[config.mk]
export PLATFORM = sky130hd
export DESIGN_NAME = regfile_mp
export DESIGN_NICKNAME = d
export VERILOG_FILES = /design/src/rtl/regfile_pkg.sv /design/src/rtl/regfile_scoreboard.sv /design/src/rtl/regfile_mp.sv
export SDC_FILE = /design/constraint.sdc
export NUM_CORES = 2
export LEC_CHECK = 0
export CAP_MARGIN = 10
export CORE_MARGIN = 2
export CORE_UTILIZATION = 30
export DETAILED_ROUTE_END_ITERATION = 8
export HOLD_SLACK_MARGIN = 0.03
export SETUP_SLACK_MARGIN = 0.05
export SLEW_MARGIN = 20
export SYNTH_ARGS = -nofsm -noshare
export SYNTH_HDL_FRONTEND = slang
export SYNTH_SLANG_ARGS = --single-unit
[constraint.sdc]
create_clock -name clk -period 40.4 [get_ports clk]
set_clock_uncertainty 0.2 [all_clocks]
set_input_delay 8.08 -clock clk [delete_from_list [all_inputs] [get_ports clk]]
set_output_delay 8.08 -clock clk [all_outputs]
set_load 0.01 [all_outputs]
[src/rtl/regfile_pkg.sv]
// rtl/regfile_pkg.sv - shared constants and types for the multi-port register file
package regfile_pkg;

  localparam int unsigned DEF_ADDR_WIDTH = 5;
  localparam int unsigned DEF_DATA_WIDTH = 32;
  localparam logic [31:0] DEF_RESET_PC   = 32'h8000_0000;
  localparam int unsigned ZERO_REG       = 0;

  typedef logic [DEF_ADDR_WIDTH-1:0] reg_addr_t;
  typedef logic [DEF_DATA_WIDTH-1:0] xlen_t;

endpackage

[src/rtl/regfile_scoreboard.sv]
// rtl/regfile_scoreboard.sv - per-register write-pending bits for issue/writeback hazards
module regfile_scoreboard
  import regfile_pkg::*;
#(
  parameter int ADDR_WIDTH = DEF_ADDR_WIDTH,
  parameter int NREG       = 2 ** ADDR_WIDTH
) (
  input  logic                  clk,
  input  logic                  rst,
  input  logic                  set_busy,
  input  logic [ADDR_WIDTH-1:0] set_addr,
  input  logic                  wen,
  input  logic [ADDR_WIDTH-1:0] waddr,
  output logic [NREG-1:0]       busy
);

  logic [NREG-1:0] busy_q;
  logic [NREG-1:0] busy_d;

  // Set is applied after clear so a newly issued producer to the same register stays pending.
  always_comb begin
    busy_d = busy_q;
    if (wen && (waddr != ADDR_WIDTH'(ZERO_REG))) busy_d[waddr] = 1'b0;
    if (set_busy && (set_addr != ADDR_WIDTH'(ZERO_REG))) busy_d[set_addr] = 1'b1;
    busy_d[0] = 1'b0;
  end

  always_ff @(posedge clk or posedge rst) begin
    if (rst) busy_q <= '0;
    else     busy_q <= busy_d;
  end

  assign busy = busy_q;

endmodule

[src/rtl/regfile_mp.sv]
// rtl/regfile_mp.sv - NREAD registered read ports, one write port, dedicated PC and busy scoreboard
module regfile_mp
  import regfile_pkg::*;
#(
  parameter int                    ADDR_WIDTH = DEF_ADDR_WIDTH,
  parameter int                    DATA_WIDTH = DEF_DATA_WIDTH,
  parameter int                    NREAD      = 2,
  parameter int                    BYPASS     = 1,
  parameter logic [DATA_WIDTH-1:0] RESET_PC   = DEF_RESET_PC
) (
  input  logic                        clk,
  input  logic                        rst,
  input  logic [NREAD-1:0]            ren,
  input  logic [NREAD*ADDR_WIDTH-1:0] raddr,
  output logic [NREAD*DATA_WIDTH-1:0] rdata,
  output logic [NREAD-1:0]            rbusy,
  input  logic                        wen,
  input  logic [ADDR_WIDTH-1:0]       waddr,
  input  logic [DATA_WIDTH-1:0]       wdata,
  input  logic                        set_busy,
  input  logic [ADDR_WIDTH-1:0]       set_addr,
  input  logic                        pc_wen,
  input  logic [DATA_WIDTH-1:0]       pc_next,
  output logic [DATA_WIDTH-1:0]       pc
);

  localparam int NREG = 2 ** ADDR_WIDTH;

  logic [DATA_WIDTH-1:0]       mem_q [NREG];
  logic [DATA_WIDTH-1:0]       mem_d [NREG];
  logic [NREAD*DATA_WIDTH-1:0] rdata_q;
  logic [NREAD*DATA_WIDTH-1:0] rdata_d;
  logic [DATA_WIDTH-1:0]       pc_q;
  logic [DATA_WIDTH-1:0]       pc_d;
  logic [NREG-1:0]             busy;
  logic [ADDR_WIDTH-1:0]       ra [NREAD];
  logic [NREAD-1:0]            fwd_hit;
  logic                        wr_ok;

  assign wr_ok = wen && (waddr != ADDR_WIDTH'(ZERO_REG));

  for (genvar g = 0; g < NREAD; g++) begin : g_port
    assign ra[g]      = raddr[g*ADDR_WIDTH +: ADDR_WIDTH];
    assign fwd_hit[g] = (BYPASS != 0) && wen && (waddr == ra[g]);
    // A write landing this cycle only clears the hazard when it can be forwarded.
    assign rbusy[g]   = busy[ra[g]] & ~fwd_hit[g];
  end

  always_comb begin
    mem_d = mem_q;
    if (wr_ok) mem_d[waddr] = wdata;
  end

  always_comb begin
    rdata_d = rdata_q;
    for (int i = 0; i < NREAD; i++) begin
      if (ren[i]) begin
        if (ra[i] == ADDR_WIDTH'(ZERO_REG))
          rdata_d[i*DATA_WIDTH +: DATA_WIDTH] = '0;
        else if (fwd_hit[i])
          rdata_d[i*DATA_WIDTH +: DATA_WIDTH] = wdata;
        else
          rdata_d[i*DATA_WIDTH +: DATA_WIDTH] = mem_q[ra[i]];
      end
    end
  end

  always_comb begin
    pc_d = pc_q;
    if (pc_wen) pc_d = pc_next;
  end

  always_ff @(posedge clk or posedge rst) begin
    if (rst) begin
      for (int k = 0; k < NREG; k++) mem_q[k] <= '0;
      rdata_q <= '0;
      pc_q    <= RESET_PC;
    end else begin
      mem_q   <= mem_d;
      rdata_q <= rdata_d;
      pc_q    <= pc_d;
    end
  end

  regfile_scoreboard #(
    .ADDR_WIDTH (ADDR_WIDTH),
    .NREG       (NREG)
  ) u_scoreboard (
    .clk      (clk),
    .rst      (rst),
    .set_busy (set_busy),
    .set_addr (set_addr),
    .wen      (wen),
    .waddr    (waddr),
    .busy     (busy)
  );

  assign rdata = rdata_q;
  assign pc    = pc_q;

endmodule

==> metrics.yaml <==
yosys:
  synth-edff-count: 0
  synth_async_sr_flop_share_pct: 100
  yosysWarningCount: 0
  ys_types: 45
  ys_seq_area_share_pct: 48.3
  syn_nets: 4129
  synth_area_mm2: 0.0597
  syn-instance-count: 4038
  avgSynthCellArea_um2: 14.8
  synth_seq_cells: 1151
  yosys_most_used_dff: "dfrtp_1"
cells_and_area:
  layout_commonest_cell: "dfrtp_1"
  fin_nets: 4092
  final_cell_mix: "dfrtp_1, mux2_2, mux4_2, mux2i_1, a22oi_1"
  drive_gt1_share_pct: 44.9
  syn2layout_area_growth_pct: 14.3
  design_area_mm2: 0.0682
  nFillCells: 19121
worst_setup_path:
  critical_path.startpoint_type: "input pin"
  cp_num_buf_inv: 3
  required_ns: 32.12
  crit_path_end_kind: "output port"
  critical_path_class: "in2out"
  path_cells: "buf_8 > buf_4 > mux2_2 > mux4_2 > o21ai_0 > a21oi_1 > o22a_1 > clkdlybuf4s50_1"
  critPathArrivalTime_ns: 11.27
  crit_path_top_delay_cell: "buf_4"
  critical_path.max_stage_delay_ns: 0.85
  path_max_fanout: 56
  crit_family: "buffers and inverters"
cts:
  clock-sinks: 1151
  cts_inserted_buffers: 132
  ctsResizeCount: 0
  clk_pin_slew_worst_paths_ns: 0.06
  cts_buffer_depth: 3
  h-tree-depth: 4
  cts_tree: "built"
  clock_latency_ns: 0.80
  post_cts_buffers: 0
  clockRootBuffer: "clkbuf_16"
  cts_hold_buffers: 0
global_routing:
  antenna_found_initial: 8
  grt-ovfl-total: 0
  grt_pass1_wl_um: 283000
  grt_max_degree: 161
  grt_pass1_vias: 39373
  grt_usage_pct: 18.9
power:
  power_w: 0.00344
  p_clk_share_pct: 35.8
  pwr-share-seq_pct: 44.7
  power_density_mw_per_mm2: 50.4
  power_frac_comb_pct: 19.5
  p_switching_w: 0.000944
  p_int_w: 0.00249
  p_leak_nw: 29.2
  ir_drop_v: 0.0000321
  power.share.switching_pct: 27.5
timing:
  slew_headroom_pct: 22.0
  tightest_slew_ns: 1.17
  max_freq_ghz: 0.0512
  slew_viol_final: 0
  fin_crit_sh_pct: 48.4
  finalSetupViolations: 0
  finalHoldViolations: 0
  finalSetupTns_ns: 0
  rsz0062_at_grt: "no"
  fin_crit_ns: 19.55
flow_run:
  cap_viol_max_count: 0
placed_design:
  numPortBuffers: 188
  gp_congestion: 0.814
  hpwl_um: 104000
  place_area_mm2: 0.0639
route:
  drt_iter0_markers: 3161
  ant_nets: 0
  viasPerCell: 5.63
  drt_pass1_iterations: 8
  vias: 37926
  drc: 0
  drt_wl_total_um: 194000
  post_drt_wl_per_cell_um: 28.7
floorplan:
  rows: 163
  coreArea_mm2: 0.197
  io-pin-count: 189
  dieArea_mm2: 0.202
  dieWidth_um: 450
  die_h_um: 450
  start_util_pct: 30.2
worst_hold_path:
  hold_class: "reg2reg"
run_status:
  status: "finished clean"
## power groups by stage
stage	clock (W)	combinational, W	sequential [W]
CTS	0.00125	0.000677	0.00153
floorplan	0	0.000508	0.00151
global route	0.00130	0.000721	0.00156
global placement	0	0.000662	0.00154
finish	0.00123	0.000671	0.00154
detailed placement	0	0.000675	0.00155
## through the flow
step / setup slack, ns / hold slack, ns / utilization, % / cells
floorplan: 16.23 / 0.241 / - / 4038
global placement: 20.82 / 0.177 / 32.4 / 6507
detailed placement: 20.88 / 0.184 / 32.3 / 6507
global route: 20.68 / 0.212 / 34.5 / 6742
CTS: 20.87 / 0.197 / 34.6 / 6741
finish: 20.85 / 0.195 / 34.5 / 6742
## synthesized netlist by cell type, types with 2 or more instances
cell | number | share of area, %
nand2b_1 | 3 | 0.031
nor2b_1 | 7 | 0.073
a22oi_1 | 192 | 2.4
buf_2 | 135 | 1.1
a21boi_0 | 2 | 0.025
nand2_1 | 57 | 0.36
clkbuf_1 | 227 | 1.4
a22o_1 | 45 | 0.66
a21oi_1 | 63 | 0.53
nor2_1 | 17 | 0.11
nand3_1 | 7 | 0.059
nand3b_1 | 7 | 0.088
xnor2_1 | 6 | 0.088
and2_1 | 3 | 0.031
nor4_1 | 33 | 0.35
xor2_1 | 4 | 0.059
buf_4 | 23 | 0.29
nor3_1 | 5 | 0.042
dfrtp_1 | 1150 | 48
o22ai_1 | 10 | 0.10
a221o_1 | 32 | 0.54
or2_2 | 2 | 0.021
buf_1 | 56 | 0.35
mux2i_1 | 327 | 5.5
nor3b_1 | 8 | 0.10
mux4_2 | 429 | 16
mux2_2 | 1032 | 19
nor3b_2 | 2 | 0.042
o21ai_0 | 28 | 0.23
buf_6 | 9 | 0.17
inv_1 | 43 | 0.27
a222oi_1 | 32 | 0.54
and3_1 | 5 | 0.052
o21ai_1 | 26 | 0.22
## layer usage
metal | wire (µm) | up-vias | global-route usage (%)
li1 | - | 15534 | -
met3 | 12300 | 460 | 4.06
met1 | 75200 | 20510 | 22.9
met5 | 48 | - | 0
met2 | 97200 | 1414 | 32.6
met4 | 8760 | 8 | 7.63
## worst reg2reg max path: stages, from the launching register on
cell and delay [ns]:
dfrtp_1 0.37, mux4_2 0.25, mux2i_1 0.07, a22o_1 0.29
nor4_1 0.92, a221o_1 0.21
## worst paths after layout
check,startpoint,endpoint,slack (ns),cells past startpoint
worst min-delay path,mem_q[1009]$_DFFE_PP0P_,mem_q[1009]$_DFFE_PP0P_,0.19,0
max in group asynchronous,rst,mem_q[301]$_DFFE_PP0P_,28.52,6
min in group asynchronous,rst,mem_q[151]$_DFFE_PP0P_,7.60,2
worst max register to register,mem_q[872]$_DFFE_PP0P_,rdata[8]$_DFFE_PP0P_,38.03,5
worst min register to register,mem_q[1009]$_DFFE_PP0P_,mem_q[1009]$_DFFE_PP0P_,0.19,0
worst max-delay path,raddr[1],rbusy[0],20.85,8
## cell families after synthesis
group	share of synthesized area, %
simple gates	1.42
flops	48.3
buf+inv	3.67
compound gates	5.33
xor+xnor	0.147
mux	41.2
## final cells by class
class,instances,area [µm²],share of cell area [%]
Sequential cell,1151,28800,42.2
Inverter,43,165,0.242
Clock inverter,39,597,0.875
Clock buffer,195,3840,5.63
Tap cell,2640,3300,4.84
Antenna cell,1,2.50,0.00367
Timing Repair Buffer,280,2520,3.70
Multi-Input combinational cell,2393,29000,42.5
## flip-flops by register name (all words and copies together), names as in the netlist
register           cells
u_scoreboard.busy     31
pc                    32
rdata                 64
mem_q               1024
(Power assumes the default switching activity.)
